[src/rtl/mem_bank_param.sv]
// Parametrised single-port RAM with per-byte write enables and a registered read port.
// A clear engine sweeps CLR_VALUE into every word after reset or on a clr pulse.
module mem_bank_param #(
   parameter int                DATA_W    = 16,
   parameter int                BYTE_W    = 8,
   parameter int                ADDR_W    = 8,
   parameter int                DEPTH     = 256,
   parameter logic [DATA_W-1:0] CLR_VALUE = '0
) (
   input  logic                       clk,
   input  logic                       rst,
   input  logic [ADDR_W-1:0]          addr,
   input  logic [DATA_W-1:0]          din,
   input  logic [DATA_W/BYTE_W-1:0]   be,
   input  logic                       en,
   input  logic                       rd_en,
   input  logic                       clr,
   output logic [DATA_W-1:0]          dout,
   output logic                       dout_vld,
   output logic                       busy
);

   localparam int NB = DATA_W / BYTE_W;

   typedef enum logic {
      IDLE  = 1'b0,
      CLEAR = 1'b1
   } state_t;

   state_t              state;
   logic [ADDR_W-1:0]   cnt;
   logic [DATA_W-1:0]   mem [DEPTH];

   logic                in_range;
   logic                user_wr;
   logic                user_rd;
   logic [DATA_W-1:0]   rd_word;
   logic [DATA_W-1:0]   merged;
   logic                wr_any;
   logic [ADDR_W-1:0]   wr_addr;
   logic [DATA_W-1:0]   wr_data;
   logic [NB-1:0]       wr_lanes;

   assign in_range = ({1'b0, addr} < (ADDR_W+1)'(DEPTH));
   assign user_wr  = (state == IDLE) && en && in_range;
   assign user_rd  = (state == IDLE) && rd_en;
   assign busy     = (state == CLEAR);

   // Write-first read data: enabled lanes come from din, the rest from the array.
   always_comb begin
      rd_word = '0;
      if (in_range) rd_word = mem[addr];
      merged = rd_word;
      for (int k = 0; k < NB; k++) begin
         if (user_wr && be[k]) merged[k*BYTE_W +: BYTE_W] = din[k*BYTE_W +: BYTE_W];
      end
   end

   // The sweep and user writes never overlap, so they share one write port.
   always_comb begin
      if (state == CLEAR) begin
         wr_any   = 1'b1;
         wr_addr  = cnt;
         wr_data  = CLR_VALUE;
         wr_lanes = '1;
      end else begin
         wr_any   = user_wr;
         wr_addr  = addr;
         wr_data  = din;
         wr_lanes = be;
      end
   end

   always_ff @(posedge clk) begin
      if (wr_any) begin
         for (int k = 0; k < NB; k++) begin
            if (wr_lanes[k]) mem[wr_addr][k*BYTE_W +: BYTE_W] <= wr_data[k*BYTE_W +: BYTE_W];
         end
      end
   end

   always_ff @(posedge clk or posedge rst) begin
      if (rst) begin
         state    <= CLEAR;
         cnt      <= '0;
         dout     <= '0;
         dout_vld <= 1'b0;
      end else begin
         dout_vld <= 1'b0;
         case (state)
            CLEAR: begin
               if (cnt == ADDR_W'(DEPTH-1)) begin
                  cnt   <= '0;
                  state <= IDLE;
               end else begin
                  cnt <= cnt + ADDR_W'(1);
               end
            end
            IDLE: begin
               if (user_rd) begin
                  dout     <= merged;
                  dout_vld <= 1'b1;
               end
               if (clr) begin
                  state <= CLEAR;
                  cnt   <= '0;
               end
            end
            default: state <= CLEAR;
         endcase
      end
   end

endmodule

[config.mk]
export PLATFORM = sky130hd
export DESIGN_NAME = mem_bank_param
export DESIGN_NICKNAME = d
export VERILOG_FILES = /design/src/rtl/mem_bank_param.sv
export SDC_FILE = /design/constraint.sdc
export NUM_CORES = 2
export LEC_CHECK = 0
export CAP_MARGIN = 25
export CORE_ASPECT_RATIO = 1.75
export CORE_MARGIN = 5
export CORE_UTILIZATION = 49
export DETAILED_ROUTE_END_ITERATION = 16
export PLACE_DENSITY = 0.62
export SYNTH_ARGS = -nofsm -noshare
export SYNTH_HDL_FRONTEND = slang
export SYNTH_SLANG_ARGS = --single-unit
[constraint.sdc]
create_clock -name clk -period 9.5 [get_ports clk]
set_input_delay 0.95 -clock clk [delete_from_list [all_inputs] [get_ports clk]]
set_output_delay 0.95 -clock clk [all_outputs]
set_load 0.02 [all_outputs]
==> results.md <==
- Final period util: between 50% and 60%
- Sum Neg Setup Slack: 0 ps
- Worst skew pair latency: roughly 900 ps
- XOR/XNOR share of the synthesized area: less than 1%
- # rows: about 280
- Vias in the first global route: slightly above 80000
- Syn Inst Count: ~7800
- Hold bufs inserted after CTS: 0
- H-tree depth: 5
- Distinct cells, synth: 62
- Setup violators final: 0
- Non-filler cells in the finished layout: ~13000
- Mapped Nets: 7837
- CTS resizes: 0
- Post-Synth Simple-Gate Area: approximately 2.8%
- Post-synthesis compound-gate area fraction: under 10%
- Port Buffers: 48
- NumNets Final: approximately 7900
- Yosys warning count: 0
- GR Util met3: under 10%
- GRT Resource Usage Total: about a quarter
- Drc violations: 0
- Ys async rst share: less than 1%
- Area growth from synthesis to layout: 11.1%
- Largest net degree at the start of global routing: around 190
- WS Path Type: register to register
- Leak Pwr: ~57 nW
- CTS buffer count: roughly 350
- Wire per inst: 35.0 microns
- Initial antenna violation count: 19
- Synth Area in Adders: less than 1%
- Largest family of logic cells by synthesized area: multiplexers
- Vias/cell: approximately 6.3
- Crit path time final: 4770 ps
- Main synth FF type: edfxtp_1
- Slew HR: a little under an eighth
- First-pass GRT wire length: 616000 microns
- Reg2Reg Depth: 4
- Overflow after GRT: 0
- Status: completed
- Post-CTS Setup Bufs: 0
- Final clock skew: 39.1 ps
- FF-to-FF setup slack: roughly 4700 ps
- PD cells: 214 nW/um^2
- CTS max path bufs: 4
- GR met2 Demand/Resource: 44.9%
- DPL Wire Length: roughly 270000 microns
- Die X: around 440 microns
- Synthesized area: between 150000 and 200000 sq um
- Worst VDD drop: between 0.15 and 0.2 mV
- RSZ-0062 raised after global routing: false
- Die height: 765 microns
- Crit path launch type: register
- # clock sinks: roughly 4100
- Die ar.: between 300000 and 400000 sq um
- Iteration-0 DRC Markers: about 9000
- Syn_area_per_cell: just over 20 sq um
- Placeable core area: around 320000 sq um
- Number of enable flip-flop cells after synthesis: between 4000 and 5000
- Hold Crit Class: input port to asynchronous set/reset pin
- Crit Reg-Reg Startpoint: busy
- Post-synthesis mux area share: approximately 15%
- Crit-path max FO: 57
- Global routing's busiest layer: met2
- Dpl cells: about 12000
- Slew Limit Fails: 0
- Final Hold Fails: 0
- Worst-margin pin slew: about 1300 ps
- Drt first pass iters: 6
- Routed Antenna Nets: 0
- CP arrival: 5280 ps
- Fillers: ~24000
- Layout cells sized above 1: about a fifth
- Root Driver: clkbuf_16
- Met1 Usage GRT: a little over 30%
- Io pins: 49
- Seq/Total Area, Yosys: between 70 and 80%
- Hold Slack: ~510 ps
- Via Count: ~78000
- Tot Pwr: between 30 and 40 mW
- CTS tree: built
- Max-cap violations: 0
- Initial core utilization: 49.1%
- Synthesis-stage register bit count: between 4000 and 5000
- Max Fclk: around 210 MHz
- CP endpoint kind: register
- DRT Wirelength: approximately 440000 microns
- WP data required: between 10000 and 15000 ps
- Clock transition at the registers of the reported paths: 70 ps
- FF-to-FF End: mem[123][0]
- Placer Congestion: 0.887
-- power breakdown --
group | internal, mW | switching, mW | total (mW)
Combinational | 0.731 | 1.98 | 2.71
Sequential | 20.0 | 0.133 | 20.2
Clock | 8.60 | 6.53 | 15.1
Total | 29.4 | 8.64 | 38.0
-- sequential cells by signal, indices dropped and copies added (netlist names) --
signal	cells
dout	16
dout_vld	1
cnt	8
busy	1
mem	4096
-- layout make-up --
type	instances	area (sq um)	area share, %
Sequential cell	4122	124000	69.8
Multi-Input combinational cell	3181	34000	19.2
Clock buffer	398	9150	5.16
Tap cell	4324	5410	3.05
Clock inverter	238	2830	1.60
Timing Repair Buffer	226	2210	1.25
Inverter	8	31.3	0.0176
Antenna cell	9	22.5	0.0127
-- cells in the mapped netlist (12+ instances only) --
cell type | number | area [sq um]
a211o_1 | 13 | 114
a211oi_1 | 44 | 330
a21o_1 | 12 | 90.1
a21oi_1 | 66 | 330
a221oi_1 | 16 | 140
a22oi_1 | 319 | 2390
and2_1 | 19 | 119
buf_1 | 18 | 67.6
buf_2 | 158 | 791
buf_4 | 43 | 323
buf_6 | 32 | 360
clkbuf_1 | 241 | 905
dfrtp_1 | 25 | 626
edfxtp_1 | 4096 | 123000
mux2i_1 | 706 | 7070
mux4_2 | 733 | 16500
nand2_1 | 105 | 394
nand4_1 | 65 | 407
nor2_1 | 614 | 2300
nor2b_1 | 27 | 169
nor3_1 | 68 | 340
nor4_1 | 43 | 269
o21ai_0 | 15 | 75.1
o221ai_1 | 42 | 368
o22ai_1 | 160 | 1000
-- critical path, cell delays in order, from the launching register on --
cell	delay (ps)
dfstp_4	1280
mux2_2	460
nor2_1	780
nand2_1	830
nor2_1	990
-- stage by stage --
stage / cell area [sq um] / setup WS (ps) / utilization [%]
floorplan: 159000 / 816 / -
detailed placement: 165000 / 3960 / 50.9
finish: 177000 / 4730 / 54.6
CTS: 177000 / 4680 / 54.6
global route: 177000 / 4620 / 54.6
global placement: 165000 / 3310 / 50.8
-- kinds of logic (layout without fill, tap and decap cells) --
kind of cell,after synthesis,count (layout)
AO/OA/AOI/OAI,742,742
XOR/XNOR,1,1
adder cells (fa/ha/maj),1,1
buffers and inverters,502,870
flip-flops,4122,4122
multiplexers,1440,1440
other,0,9
AND/OR/NAND/NOR,997,997
-- cell usage in the layout (no fill, tap or decap), types with 16 or more instances in the layout --
cell / n
o22ai_1: 160
nor2b_4: 16
nor2_1: 610
o221ai_1: 42
dfrtp_1: 25
clkinvlp_4: 32
a21oi_1: 66
clkbuf_16: 359
a211oi_1: 44
and2_1: 19
clkinv_1: 60
nand2_1: 87
mux2i_1: 706
clkinv_2: 59
a221oi_1: 16
a22oi_1: 319
nor3_1: 68
nor4_1: 27
nand4_1: 65
buf_4: 140
buf_12: 27
bufinv_16: 60
mux4_2: 733
edfxtp_1: 4096
clkbuf_1: 37
clkdlybuf4s50_1: 42
-- layer usage --
metal  share of wire [%]  up-vias
met5               0.026        -
met4                 6.6       16
met3                 7.1      882
met2                  52     3585
met1                  34    41500
li1                    -    32400
-- worst max path at each step --
stage,start,to,depth (start not counted)
after floorplan,busy,mem[0][0],4
after global placement,addr[1],dout[10],9
after CTS,busy,mem[123][0],4
after global routing,addr[2],dout[0],12
after detailed placement,addr[2],dout[0],12
final,busy,mem[123][0],4
Power figures use the tool's default switching activity.
